$ cat src/rtl/ysyx_22040750_axi_rd_slave.sv
// ysyx_22040750_axi_rd_slave
//   AXI4 read responder for the icache/dcache read master. Accepts one AR
//   burst at a time, reads the backing 64-bit RAM one beat per cycle and
//   returns R beats through a 2-entry FIFO so that I_rready backpressure
//   does not cost throughput.
//
// Optional feature macro: YSYX_22040750_AXI_RD_WRAP_EN
//   defined   : WRAP bursts wrap at (arlen+1)<<arsize; a WRAP with arlen not
//               in {1,3,7,15} is answered with SLVERR beats.
//   undefined : arburst=WRAP behaves exactly like INCR.
//
// Ports
//   I_clk, I_rst       clock, synchronous active-high reset
//   I_ar*, O_arready   AR channel (address, len, size, burst, valid/ready)
//   O_r*, I_rready     R channel (data, resp, last, valid/ready)
//   O_ram_addr         8-byte aligned RAM word address
//   O_ram_ren          RAM read strobe
//   I_ram_rdata        RAM data, valid the cycle after O_ram_ren
module ysyx_22040750_axi_rd_slave #(
  parameter int ADDR_W = 32,
  parameter int DATA_W = 64
) (
  input  logic              I_clk,
  input  logic              I_rst,
  input  logic [ADDR_W-1:0] I_araddr,
  input  logic [7:0]        I_arlen,
  input  logic [2:0]        I_arsize,
  input  logic [1:0]        I_arburst,
  input  logic              I_arvalid,
  output logic              O_arready,
  output logic [DATA_W-1:0] O_rdata,
  output logic [1:0]        O_rresp,
  output logic              O_rlast,
  output logic              O_rvalid,
  input  logic              I_rready,
  output logic [ADDR_W-1:0] O_ram_addr,
  output logic              O_ram_ren,
  input  logic [DATA_W-1:0] I_ram_rdata
);

  typedef enum logic [1:0] {IDLE, BURST, DRAIN} state_t;

  localparam logic [ADDR_W-1:0] ADDR_ONE = {{(ADDR_W-1){1'b0}}, 1'b1};

  state_t            state;
  logic              arready_q;
  logic [ADDR_W-1:0] addr;
  logic [7:0]        beat_cnt;
  logic [2:0]        size;
  logic [1:0]        burst;
  logic              err;

  logic              inflight;
  logic              inflight_last;
  logic              inflight_err;

  logic [DATA_W-1:0] fifo_data [2];
  logic [1:0]        fifo_resp [2];
  logic              fifo_last [2];
  logic              rd_ptr;
  logic              wr_ptr;
  logic [1:0]        fifo_cnt;

  logic              ar_fire;
  logic              ar_err;
  logic              pop;
  logic              issue;
  logic [2:0]        occ;
  logic [ADDR_W-1:0] step;
  logic [ADDR_W-1:0] incr_addr;
  logic [ADDR_W-1:0] next_addr;

`ifdef YSYX_22040750_AXI_RD_WRAP_EN
  logic [7:0]        len;
  logic [ADDR_W-1:0] wrap_mask;

  assign wrap_mask = (({{(ADDR_W-8){1'b0}}, len} + ADDR_ONE) << size) - ADDR_ONE;
`endif

  assign O_arready  = arready_q;
  assign O_rvalid   = (fifo_cnt != 2'd0);
  assign O_rdata    = fifo_data[rd_ptr];
  assign O_rresp    = fifo_resp[rd_ptr];
  assign O_rlast    = fifo_last[rd_ptr];
  assign pop        = O_rvalid && I_rready;
  assign ar_fire    = I_arvalid && arready_q;

  // A beat may only be issued if, counting the beat still in the RAM
  // pipeline and the pop happening this cycle, the FIFO keeps a free slot.
  // This has to look at I_rready combinationally to sustain one beat/cycle.
  assign occ        = {1'b0, fifo_cnt} + {2'b00, inflight} - {2'b00, pop};
  assign issue      = (state == BURST) && (occ < 3'd2);
  assign O_ram_ren  = issue && !err;
  assign O_ram_addr = {addr[ADDR_W-1:3], 3'b000};

  assign step       = ADDR_ONE << size;
  assign incr_addr  = addr + step;

  // Address of the next beat: FIXED stays put, INCR steps by the beat size,
  // WRAP (when enabled) keeps the bits above the wrap window and lets only
  // the bits inside it roll over.
  always_comb begin
    next_addr = incr_addr;
    if (burst == 2'b00) begin
      next_addr = addr;
    end
`ifdef YSYX_22040750_AXI_RD_WRAP_EN
    else if (burst == 2'b10) begin
      next_addr = (addr & ~wrap_mask) | (incr_addr & wrap_mask);
    end
`endif
  end

  // Bursts we cannot serve are still answered beat for beat, but with
  // SLVERR and without touching the RAM.
  always_comb begin
    ar_err = (I_arsize > 3'd3);
`ifdef YSYX_22040750_AXI_RD_WRAP_EN
    if ((I_arburst == 2'b10) &&
        !((I_arlen == 8'd1) || (I_arlen == 8'd3) ||
          (I_arlen == 8'd7) || (I_arlen == 8'd15))) begin
      ar_err = 1'b1;
    end
`endif
  end

  // Burst control: latch the AR request, issue beats in order, then wait
  // for the last beat to leave the FIFO before taking the next request.
  // The RAM pipeline stage (inflight) remembers whether the beat it carries
  // is the last one and whether it is an error beat.
  always_ff @(posedge I_clk) begin
    if (I_rst) begin
      state         <= IDLE;
      arready_q     <= 1'b0;
      addr          <= '0;
      beat_cnt      <= 8'd0;
      size          <= 3'd0;
      burst         <= 2'b00;
      err           <= 1'b0;
      inflight      <= 1'b0;
      inflight_last <= 1'b0;
      inflight_err  <= 1'b0;
`ifdef YSYX_22040750_AXI_RD_WRAP_EN
      len           <= 8'd0;
`endif
    end else begin
      inflight      <= issue;
      inflight_last <= issue && (beat_cnt == 8'd0);
      inflight_err  <= err;
      case (state)
        IDLE: begin
          if (ar_fire) begin
            addr      <= I_araddr;
            beat_cnt  <= I_arlen;
            size      <= I_arsize;
            burst     <= I_arburst;
            err       <= ar_err;
`ifdef YSYX_22040750_AXI_RD_WRAP_EN
            len       <= I_arlen;
`endif
            arready_q <= 1'b0;
            state     <= BURST;
          end else begin
            arready_q <= 1'b1;
          end
        end
        BURST: begin
          if (issue) begin
            addr <= next_addr;
            if (beat_cnt == 8'd0) begin
              state <= DRAIN;
            end else begin
              beat_cnt <= beat_cnt - 8'd1;
            end
          end
        end
        DRAIN: begin
          if (pop && O_rlast) begin
            state     <= IDLE;
            arready_q <= 1'b1;
          end
        end
        default: state <= IDLE;
      endcase
    end
  end

  // Two-entry R FIFO. Every beat that left the issue stage last cycle is
  // pushed now; the head drives the R channel and is held until popped.
  always_ff @(posedge I_clk) begin
    if (I_rst) begin
      rd_ptr   <= 1'b0;
      wr_ptr   <= 1'b0;
      fifo_cnt <= 2'd0;
      for (int i = 0; i < 2; i++) begin
        fifo_data[i] <= '0;
        fifo_resp[i] <= 2'b00;
        fifo_last[i] <= 1'b0;
      end
    end else begin
      if (inflight) begin
        fifo_data[wr_ptr] <= inflight_err ? '0 : I_ram_rdata;
        fifo_resp[wr_ptr] <= inflight_err ? 2'b10 : 2'b00;
        fifo_last[wr_ptr] <= inflight_last;
        wr_ptr            <= ~wr_ptr;
      end
      if (pop) begin
        rd_ptr <= ~rd_ptr;
      end
      fifo_cnt <= fifo_cnt + {1'b0, inflight} - {1'b0, pop};
    end
  end

endmodule
$ cat config.mk
export PLATFORM = sky130hd
export DESIGN_NAME = ysyx_22040750_axi_rd_slave
export DESIGN_NICKNAME = d
export VERILOG_FILES = /design/src/rtl/ysyx_22040750_axi_rd_slave.sv
export SDC_FILE = /design/constraint.sdc
export NUM_CORES = 1
export LEC_CHECK = 0
export ABC_AREA = 1
export CAP_MARGIN = 20
export CORE_UTILIZATION = 55
export CTS_CLUSTER_SIZE = 28
export DETAILED_ROUTE_END_ITERATION = 10
export GPL_ROUTABILITY_DRIVEN = 0
export HOLD_SLACK_MARGIN = 0.12
export PLACE_DENSITY_LB_ADDON = 0.15
export SYNTH_ARGS = -nofsm -noshare
export SYNTH_HDL_FRONTEND = slang
export SYNTH_SLANG_ARGS = --single-unit
$ cat constraint.sdc
create_clock -name I_clk -period 4.3 [get_ports I_clk]
set_input_delay 0.645 -clock I_clk [delete_from_list [all_inputs] [get_ports I_clk]]
set_output_delay 0.645 -clock I_clk [all_outputs]
set_load 0.01 [all_outputs]
# [Word level (Yosys, flattened, before mapping)]
# Memory sizes are Yosys's and may differ from the RTL's. A register that Yosys moved wholly into a read port is not among the register bits.
# Index checks and enable logic that the tools add are counted.
[op_classes] magnitude_cmp=2 eq_ne=8 addsub=6 bitwise_logic=2 n_mux=38 shifts=1 n_reduce_logical=21
[op_table] operator="$mux W64" count=2
[op_table] operator="$mux W32" count=3
[op_table] operator="$pmux W32 S2" count=1
[op_table] operator="$reduce_or A64 Y1" count=1
[op_table] operator="$add A32 B32 Y32" count=1
[op_table] operator="$shl A1 B3 Y32 const A" count=1
[op_table] operator="$mux W8" count=3
[op_table] operator="$mux W1" count=20
[op_table] operator="$pmux W8 S2" count=1
[op_table] operator="$mux W2" count=6
[op_table] operator="$reduce_and A4 Y1" count=3
[op_table] operator="$ne A2 B2 Y1 const B" count=5
[op_table] operator="$logic_not A8 Y1" count=1
[op_table] operator="$sub A8 B1 Y8 const B" count=1
[op_table] operator="$logic_and A1 B1 Y1" count=6
[op_table] operator="$pmux W2 S3" count=1
[op_table] operator="$reduce_bool A2 Y1" count=3
[op_table] operator="$logic_not A2 Y1" count=2
[op_table] operator="$reduce_and A2 Y1" count=2
[op_table] operator="$add A2 B1 Y3" count=1
[op_table] operator="$gt A3 B2 Y1 const B" count=1
[op_table] operator="$lt A3 B2 Y1 const B" count=1
[op_table] operator="$sub A3 B1 Y3" count=1
[op_table] operator="$add A2 B1 Y2" count=1
[op_table] operator="other kinds (9)" count=10
[word_totals] output_inout_bits=102 in_bits=113 ramBits=134 word_cells=94 ff_bits=56 n_memories=3
[memory_table] memory="fifo_data" depth=2 word_bits=64 read_ports=1 rd_ports_with_merged_regs=1 write_ports=2 line="57" rtl="logic [DATA_W-1:0] fifo_data [2];"
[memory_table] memory="fifo_resp" depth=2 word_bits=2 read_ports=1 rd_ports_with_merged_regs=1 write_ports=2 line="58" rtl="logic [1:0] fifo_resp [2];"
[memory_table] memory="fifo_last" depth=2 word_bits=1 read_ports=1 rd_ports_with_merged_regs=1 write_ports=2 line="59" rtl="logic fifo_last [2];"

# [Depth between registers and ports, before layout]
[depth] ltp_word=7 depth_mapped=19

# [Worst setup path before layout]
# OpenSTA, ideal clock, no wires.
[synth_path] path_type="input to register" from="input port I_rst" to="memory fifo_data[0][0] (enable)" setup_slack_ps=1342 required_time_ps=3597 path_stages=4 arrival_ps=2256 setup_ps=703 n_path_buf=1 path_cell_list="inv_1 nand2_1 clkbuf_1 nand2_1"
[synth_lines] element="start: declaration" line="24" rtl="input logic I_rst,"
[synth_lines] element="end: declaration" line="57"

# [Worst setup path after layout]
[layout_path] from="input port I_rready" to="output port O_ram_ren"
[layout_via] elab_chain_cells=5
[layout_lines] element="start: declaration" line="35" rtl="input logic I_rready,"
[layout_lines] element="$logic_and A1 B1 Y1" line="85" rtl="assign pop = O_rvalid && I_rready;"
[layout_lines] element="net pop" line="66" rtl="logic pop;"
[layout_lines] element="$sub A3 B1 Y3" line="91" rtl="assign occ = {1'b0, fifo_cnt} + {2'b00, inflight} - {2'b00, pop};"
[layout_lines] element="net occ[1]" line="68" rtl="logic [2:0] occ;"
[layout_lines] element="$lt A3 B2 Y1" line="92" rtl="assign issue = (state == BURST) && (occ < 3'd2);"
[layout_lines] element="$logic_and A1 B1 Y1" line="92"
[layout_lines] element="$logic_and A1 B1 Y1" line="93" rtl="assign O_ram_ren = issue && !err;"
[layout_lines] element="end: declaration" line="37" rtl="output logic O_ram_ren,"
# The timed path passes the listed nets, and every way through them passes these cells.

==> flow_metrics.tcl <==
set metrics [dict create \
    clk_path_buf_depth 2 \
    crit_type "primary input to output pin" \
    initial_core_util_pct 56.7 \
    routed_via_density 5.26 \
    instances_no_fill 1621 \
    clkTransAtPathRegs_ps 70 \
    synthMuxAreaShare_pct 0 \
    final.min_clock_period_ps 3940 \
    crit_arrival_ps 3300 \
    synth-xor-area-share_pct 0.621 \
    hp-start "err$_SDFFE_PP0P_" \
    grt.busiest_layer "met2" \
    hold_violations 0 \
    grt_max_degree 85 \
    clock_skew_ps 13.8 \
    cts_hold_buf 0 \
    sequentialPowerShare_pct 37.7 \
    rr_startpoint "fifo_cnt[1]$_SDFF_PP0_" \
    worstMarginPinSlew_ps 936 \
    post-place-cells 1589 \
    layout.nets 1510 \
    reg2reg_to "beat_cnt[7]$_SDFFE_PP0P_" \
    p_int_w 0.00429 \
    use_met3_pct 3.99 \
    core-area_um2 17400 \
    tns_ps 0 \
    htree_levels 4 \
    rsz0062_at_grt "no" \
    synth_top_family_by_area "simple AND/OR/NAND/NOR gates" \
    drive_gt1_share_pct 4.15 \
    synth-seq-area-share_pct 51.7 \
    p_leak_nw 5.26 \
    cts_buffers 17 \
    cts_resized 0 \
    ctsRootBufferMaster "clkbuf_16" \
    netSwitchingPower_w 0.00242 \
    avgSynthCellArea_um2 7.96 \
    synthAdderAreaFrac_pct 1.93 \
    die_h_um 136 \
    switching_share_pct 36.1 \
    grt_pass1_wl_um 38000 \
    io_buffer_count 210 \
    grt_overflow 0 \
    grt_pass1_vias 7873 \
    outcome "finished, final reports clean" \
    yosys_warnings 0 \
    worstRegToRegCells 19 \
    slew_headroom_pct 37.6 \
    power_frac_comb_pct 38.0 \
    io_pins 215 \
    critPathLaunchType "primary input" \
    syn_inst 1239 \
    hold_path.class "flop to flop" \
    firstDrtPassIters 5 \
    num_vias 8533 \
    worstSkewPairLatency_ps 440 \
    cts_setup_buffers 0 \
    postRouteAntennaNets 0 \
    grt_use_met2_pct 45.6 \
    drv_slew 0 \
    setup_viol 0 \
    grt_antenna_before_repair 1 \
    rows 48 \
    cts_tree "done" \
    ys_ff_latch 189 \
    cts_num_sinks 189 \
    peakVddDrop_mv 0.336 \
    synth_compound_area_share_pct 5.93 \
    cap_violations 0 \
    gr-usage-all-layers_pct 26.4 \
    dieArea_um2 18500 \
    num_antenna_cells 0 \
    wl_per_cell_um 14.7 \
    dpl.hpwl_um 15200 \
    fin_crit_sh_pct 91.7 \
    reg2reg_slack_ps 1240 \
    netlist_area_um2 9870 \
    cp_max_fo 6 \
    power-per-cell-area_nw_per_um2 539 \
    gr-usage-met1_pct 33.2 \
    clockPowerShare_pct 24.4 \
    synthSimpleGateAreaFrac_pct 29.3 \
    fmax_ghz 0.254 \
    end_kind "output pin" \
    dr.first_iter.drc_count 697 \
    hold_depth 2 \
    die_x_um 136 \
    ys_types 38 \
    finalWirelength_um 23800 \
    drc 0 \
    critical_path_required_ps 3650 \
    area_growth_pct 26.3 \
    whs_endpoint "inflight_err$_SDFF_PP0_" \
]
cell usage in the layout (no fill, tap or decap), types with 2 or more instances in the layout:
cell type	netlist	routed
xnor2_1	2	2
dfxtp_1	57	55
nand4_1	4	4
buf_4	33	9
a21oi_1	48	48
nand3_1	51	50
nor3_1	145	145
a211oi_1	2	2
nand2_2	1	2
nand2_1	369	366
conb_1	1	4
or2_2	3	3
nand3b_1	7	7
ha_1	12	12
edfxtp_1	132	132
inv_1	134	133
clkbuf_16	0	17
inv_6	0	2
o31ai_1	2	2
xor2_1	5	5
fa_1	2	2
inv_2	3	4
clkdlybuf4s50_1	0	210
clkinvlp_4	0	7
o22ai_1	3	3
inv_8	0	2
a31oi_1	6	6
nand2_4	0	2
nor2_1	101	101
o21ai_0	42	42
bufinv_16	0	3
cell usage after synthesis:
cell	instances	area, um2
edfxtp_1	132	3960
nor4_1	1	6.26
nand2_2	1	6.26
o211ai_1	1	7.51
inv_1	134	503
or2_2	3	18.8
a21oi_1	48	240
a21oi_4	1	16.3
nor3_1	145	726
nand3b_1	7	52.6
ha_1	12	150
o31ai_1	2	15.0
nand3_1	51	255
buf_2	6	30.0
inv_2	3	11.3
inv_4	1	6.26
and2_1	1	6.26
xor2_1	5	43.8
xnor2_1	2	17.5
nor2_8	1	20.0
fa_1	2	40.0
o311ai_0	1	8.76
nor2_1	101	379
buf_4	33	248
o21a_1	1	7.51
a221oi_1	1	8.76
o21ai_0	42	210
o22ai_1	3	18.8
clkbuf_1	49	184
a211oi_1	2	15.0
a31oi_1	6	37.5
conb_1	1	3.75
nand2_1	369	1390
dfxtp_1	57	1140
nor2_4	1	11.3
buf_6	2	22.5
buf_1	7	26.3
nand4_1	4	25.0
metrics by stage:
step	power, W	worst slack, ps	instance area [um2]	utilization [%]	hold WS [ps]
after floorplan	0.00416	1340	9880	-	415
after global placement	0.00505	386	11800	68.0	437
after detailed placement	0.00509	358	11800	68.0	442
after CTS	0.00673	346	12500	71.5	469
after global routing	0.00710	209	12500	71.5	484
final	0.00671	356	12500	71.5	466
area by class of cell:
type                            instances  area [um2]
Inverter                              138         520
Tap cell                              225         282
Clock buffer                           18         429
Multi-Input combinational cell        818        3770
Timing Repair Buffer                  219        2170
Sequential cell                       189        5110
Clock inverter                         14         183
Fill cell                            1368        4960
power by group through the flow:
| stage | clock [W] | sequential (W) | combinational, W |
|---|---|---|---|
| after floorplan | 0 | 0.00247 | 0.00169 |
| after global placement | 0 | 0.00255 | 0.00250 |
| after detailed placement | 0 | 0.00255 | 0.00254 |
| after CTS | 0.00165 | 0.00252 | 0.00256 |
| after global routing | 0.00172 | 0.00257 | 0.00281 |
| final | 0.00164 | 0.00253 | 0.00255 |
worst max-delay path: stages:
cell and delay (ps):
clkdlybuf4s50_1 460, nand2_1 50, inv_1 140, ha_1 260, inv_1 60, ha_1 150, fa_1 400, inv_1 80
nand2_1 50, nor2_1 180, nand2_2 140, nor2_1 130, clkdlybuf4s50_1 540
cells by family after synthesis:
group / Yosys count
and+or+nand+nor: 685
buffers and inverters: 235
DFF: 189
AOI/OAI and AO/OA: 108
adders and majority gates: 14
xor gates and xnor gates: 7
other: 1
state kept, by name (all words and copies together), names as in the netlist, named ones only:
name	count
size	3
rd_ptr	1
fifo_resp	2
fifo_data	128
O_arready	1
wr_ptr	1
addr	32
err	1
beat_cnt	8
inflight_err	1
inflight_last	1
fifo_cnt	2
burst	2
fifo_last	2
state	2
inflight	1
worst max-delay path by stage:
stage          slack [ps]                             to      from
6_report              360                      O_ram_ren  I_rready
2_1_floorplan        1340  fifo_data[0][0]$_SDFFCE_PN0P_     I_rst
4_1_cts               350                      O_ram_ren  I_rready
5_1_grt               210                      O_ram_ren  I_rready
3_5_place_dp          360                      O_ram_ren  I_rready
3_3_place_gp          390                      O_ram_ren  I_rready
per-layer routing:
layer  up-vias  part of all wire, %
li1       4293                    -
met2       338                   50
met3        36                  7.1
met5         -                    0
met4         0                  2.0
met1      3866                   41
Power figures use the tool's default switching activity.
